File: src/rtl/sub_pkg.sv
// Shared types and helpers for the bit-serial subtractor.
package sub_pkg;

   typedef enum logic [1:0] {
      IDLE,
      RUN,
      DONE
   } sub_state_t;

   // Counter width able to hold values 0..w.
   function automatic int unsigned cnt_width(input int unsigned w);
      return $clog2(w + 1);
   endfunction

endpackage

File: src/rtl/fs_bit.sv
// One-bit full subtractor cell: d = a - b - bin, bout = borrow.
module fs_bit (
   input  logic i_a,
   input  logic i_b,
   input  logic i_bin,
   output logic o_d,
   output logic o_bout
);

   assign o_d    = i_a ^ i_b ^ i_bin;
   assign o_bout = (~i_a & i_b) | (~i_a & i_bin) | (i_b & i_bin);

endmodule

File: src/rtl/serial_sub_ctrl.sv
// Bit-serial W-bit subtractor: one fs_bit cell stepped LSB first by a small FSM,
// with valid/ready handshakes on operand input and result output.
module serial_sub_ctrl
   import sub_pkg::*;
#(
   parameter int unsigned W = 8
) (
   input  logic         i_clk,
   input  logic         i_rst,
   input  logic         i_in_valid,
   output logic         o_in_ready,
   input  logic [W-1:0] i_a,
   input  logic [W-1:0] i_b,
   input  logic         i_b_in,
   output logic         o_out_valid,
   input  logic         i_out_ready,
   output logic [W-1:0] o_diff,
   output logic         o_borrow_out,
   output logic         o_busy
);

   localparam int unsigned CW = cnt_width(W);

   sub_state_t r_state;
   sub_state_t w_state_nxt;

   logic [W-1:0]  r_a_sh;
   logic [W-1:0]  r_b_sh;
   logic [W-1:0]  r_res;
   logic [CW-1:0] r_cnt;
   logic          r_borrow;
   logic          r_bout;

   logic          w_d;
   logic          w_bout;
   logic          w_accept;
   logic          w_last;
   logic [W:0]    w_res_cat;

   fs_bit u_cell (
      .i_a    (r_a_sh[0]),
      .i_b    (r_b_sh[0]),
      .i_bin  (r_borrow),
      .o_d    (w_d),
      .o_bout (w_bout)
   );

   assign w_accept  = (r_state == IDLE) && i_in_valid;
   assign w_last    = (r_state == RUN) && (r_cnt == CW'(W - 1));
   // New diff bit enters at the MSB; after W steps bit 0 has reached res[0].
   assign w_res_cat = {w_d, r_res};

   always_ff @(posedge i_clk) begin
      if (i_rst) begin
         r_state <= IDLE;
      end else begin
         r_state <= w_state_nxt;
      end
   end

   always_comb begin
      w_state_nxt = r_state;
      unique case (r_state)
         IDLE:    if (i_in_valid) w_state_nxt = RUN;
         RUN:     if (w_last) w_state_nxt = DONE;
         DONE:    if (i_out_ready) w_state_nxt = IDLE;
         default: w_state_nxt = IDLE;
      endcase
   end

   always_comb begin
      o_in_ready  = 1'b0;
      o_out_valid = 1'b0;
      o_busy      = 1'b0;
      if (!i_rst) begin
         unique case (r_state)
            IDLE:    o_in_ready  = 1'b1;
            RUN:     o_busy      = 1'b1;
            DONE:    o_out_valid = 1'b1;
            default: ;
         endcase
      end
   end

   always_ff @(posedge i_clk) begin
      if (i_rst) begin
         r_a_sh   <= '0;
         r_b_sh   <= '0;
         r_res    <= '0;
         r_cnt    <= '0;
         r_borrow <= 1'b0;
         r_bout   <= 1'b0;
      end else if (w_accept) begin
         r_a_sh   <= i_a;
         r_b_sh   <= i_b;
         r_borrow <= i_b_in;
         r_cnt    <= '0;
      end else if (r_state == RUN) begin
         r_a_sh   <= r_a_sh >> 1;
         r_b_sh   <= r_b_sh >> 1;
         r_res    <= w_res_cat[W:1];
         r_borrow <= w_bout;
         if (w_last) begin
            r_cnt  <= '0;
            r_bout <= w_bout;
         end else begin
            r_cnt  <= r_cnt + CW'(1);
         end
      end
   end

   assign o_diff       = r_res;
   assign o_borrow_out = r_bout;

endmodule
File: config.mk
export PLATFORM = sky130hd
export DESIGN_NAME = serial_sub_ctrl
export DESIGN_NICKNAME = d
export VERILOG_FILES = /design/src/rtl/sub_pkg.sv /design/src/rtl/fs_bit.sv /design/src/rtl/serial_sub_ctrl.sv
export SDC_FILE = /design/constraint.sdc
export NUM_CORES = 1
export LEC_CHECK = 0
export BUFFER_PORTS_ARGS = -buffer_cell sky130_fd_sc_hd__buf_2
export CAP_MARGIN = 20
export CORE_ASPECT_RATIO = 0.6
export CORE_UTILIZATION = 51
export CTS_CLUSTER_SIZE = 30
export DETAILED_ROUTE_END_ITERATION = 8
export PLACE_DENSITY = 0.8
export SLEW_MARGIN = 20
export SYNTH_ARGS = -nofsm -noshare
export SYNTH_HDL_FRONTEND = slang
export SYNTH_SLANG_ARGS = --single-unit
File: constraint.sdc
create_clock -name i_clk -period 1.7 [get_ports i_clk]
set_input_delay 0.085 -clock i_clk [delete_from_list [all_inputs] [get_ports i_clk]]
set_output_delay 0.085 -clock i_clk [all_outputs]
set_load 0.05 [all_outputs]
==> flow_summary_export.csv <==
group,metric,value,unit
critical_path,crit_type,"reg2out",
place,dp_hpwl,1740,um
floorplanning,core,0.00228,mm2
logic_synthesis,syn_inst,149,
power,power.density,1010,mW/mm2
route,ant_nets,0,
clocking,ctsResizeCount,0,
logic_synthesis,yosys_register_bits,32,
floorplanning,pin_count,33,
route,vias,1146,
timing,setup_viol,0,
route,drtPass1Iterations,4,
floorplanning,die-area,0.00274,mm2
floorplanning,die_y,40.9,um
critical_path,crit_path_top_delay_cell,"dfxtp_1",
clocking,cts_sinks,32,
critical_path,cp_top_family,"flip-flops",
route,routed_via_density,5.46,
finish,nets,202,
critical_path,endpoint_kind,"output pin",
logic_synthesis,syn_avg_cell_area,8.64,um2
global_routing,first_global_vias,876,
critical_path,crit_chain,"nand2b_1 > buf_4 > nor2_1 > buf_2",
finish,antenna_cells,0,
timing,relSlewSlack,58.5,%
critical_path,start_kind,"flop",
clocking,cts_root_buf,"clkbuf_8",
timing,fin_crit,1.55,ns
clocking,htreeDepth,2,
timing,post-route-period-util,91.0,%
logic_synthesis,synth_cell_types,27,
floorplanning,start_util,56.5,%
outcome,status,"completed",
logic_synthesis,synth.largest_area_cell,"dfxtp_1",
logic_synthesis,synth_common_cells,"dfxtp_1, nand2_1, a21oi_1",
critical_path,critPathBufInv,2,
critical_path,crit_required,1.62,ns
clocking,clk_latency,0.28,ns
timing,finalSetupTns,0,ns
global_routing,grt_max_degree,36,
power,leakage,0.626,nW
logic_synthesis,synth_top_cell_area_share,49.8,%
route,drt_iter0_markers,57,
logic_synthesis,synth_flop_cell,"dfxtp_1",
route,routed_wl,2680,um
logic_synthesis,ys_seq_area_share,49.8,%
global_routing,antenna_found_initial,0,
clocking,cts_hold_buf,0,
place,numPortBuffers,32,
place,place.gp.congestion,0.769,
hold_path,hp-class,"in2reg",
timing,max_freq,647,MHz
global_routing,grt_usage,21.0,%
logic_synthesis,ys_warn_count,0,
job,drv_cap,0,
floorplanning,die_w,66.9,um
logic_synthesis,syn_area,0.00129,mm2
place,dpl_cell_area,0.00147,mm2
logic_synthesis,synth.most_common_cell,"dfxtp_1",
critical_path,path_max_fanout,15,
finish,design_area,0.00156,mm2
power,vdd.ir_drop.worst,0.760,mV
timing,slew_violations,0,
route,wl_per_cell,12.8,um
logic_synthesis,ys_top_cells_by_area,"dfxtp_1, a21oi_1, nand2_1",
clocking,numCtsBuffers,5,
logic_synthesis,syn-num-nets,172,
global_routing,grt_pass1_wl,3970,um
logic_synthesis,synthArstFlopShare,0,%
timing,hold_viol,0,
clocking,post_cts_buffers,0,
global_routing,grt-ovfl-total,0,
route,drcViolationCount,0,
timing,clock_skew,0.00641,ns
timing,tightest_slew,0.623,ns
floorplanning,num_rows,13,
critical_path,max_stage_delay,0.51,ns
clocking,clockBufferDepth,2,
finish,drive_above_1_share,26.7,%
finish,area_delta_synth_final,21.4,%
clocking,cts_tree,"yes",
clocking,clk_pin_slew,0.07,ns
timing,grt_setup_unrepaired,"false",
logic_synthesis,synth_edf_count,0,
critical_path,crit_arrival,1.46,ns
[cells by family after synthesis]
group | Yosys count | share of synthesized area (%)
adder cells (fa/ha/maj) | 2 | 2.53
XOR/XNOR | 2 | 1.36
AND/OR/NAND/NOR | 51 | 18.3
flip-flops | 32 | 49.8
multiplexers | 1 | 0.777
AO/OA/AOI/OAI | 47 | 22.7
buffers and inverters | 14 | 4.57
[where the power goes]
group | internal, mW | total, mW | switching [mW]
Combinational | 0.0684 | 0.186 | 0.117
Clock | 0.322 | 0.587 | 0.264
Sequential | 0.784 | 0.808 | 0.0241
[state kept, by name, indices dropped and copies added (netlist names)]
| register | count |
|---|---|
| r_cnt | 4 |
| o_diff | 8 |
| r_state | 2 |
| r_a_sh | 8 |
| r_b_sh | 8 |
| r_borrow | 1 |
| o_borrow_out | 1 |
[metal layers]
layer	share of wire, %	wire, um	global-route usage [%]	up-vias
met5	0	0	0	-
met4	1.1	30	9.57	0
met3	5.3	141	7.50	8
met2	44	1190	35.1	34
met1	49	1320	25.2	523
li1	-	-	-	581
[metrics by stage]
| step | power [mW] | hold WS (ns) | utilization (%) | setup WS [ns] | cells |
|---|---|---|---|---|---|
| 2_1_floorplan | 0.952 | 0.221 | - | 0.0958 | 149 |
| 3_3_place_gp | 1.00 | 0.325 | 64.4 | 0.211 | 202 |
| 3_5_place_dp | 1.01 | 0.348 | 64.4 | 0.124 | 202 |
| 4_1_cts | 1.59 | 0.0557 | 68.5 | 0.0794 | 210 |
| 5_1_grt | 1.64 | 0.0494 | 68.6 | 0.0708 | 210 |
| 6_report | 1.58 | 0.0574 | 68.6 | 0.154 | 210 |
[final timing paths]
check	from	endpoint	slack, ns	depth (start not counted)
min	i_a[7]	r_a_sh[7]	0.06	3
min reg2reg	o_diff[0]	o_diff[0]	0.45	2
max reg2reg	r_state[0]	r_cnt[3]	0.28	3
max	r_state[0]	o_busy	0.15	4
[worst min-delay path, cell delays in order]
cell and delay, ns:
buf_2 0.10, nand2_1 0.05, a21oi_1 0.05
[cell type report]
| type | count | area [um2] |
|---|---|---|
| timing repair buffer | 35 | 183 |
| fill | 193 | 714 |
| clock buffer | 6 | 82.6 |
| inverter | 2 | 7.51 |
| clock inverter | 2 | 10.0 |
| sequential | 32 | 641 |
| tap | 30 | 37.5 |
| multi-input combinational | 103 | 602 |
[cell usage in the layout (no fill, tap or decap), drive strengths merged, types with 2 or more instances in the layout]
cell type  instances
a21oi             26
a22oi             15
buf               35
clkbuf             6
clkinv             2
dfxtp             32
inv                2
nand2             31
nand3b             4
nor2               4
nor3               3
nor3b              3
o21ai              2
or3                2
No activity file was read; power rests on OpenSTA's default activity.
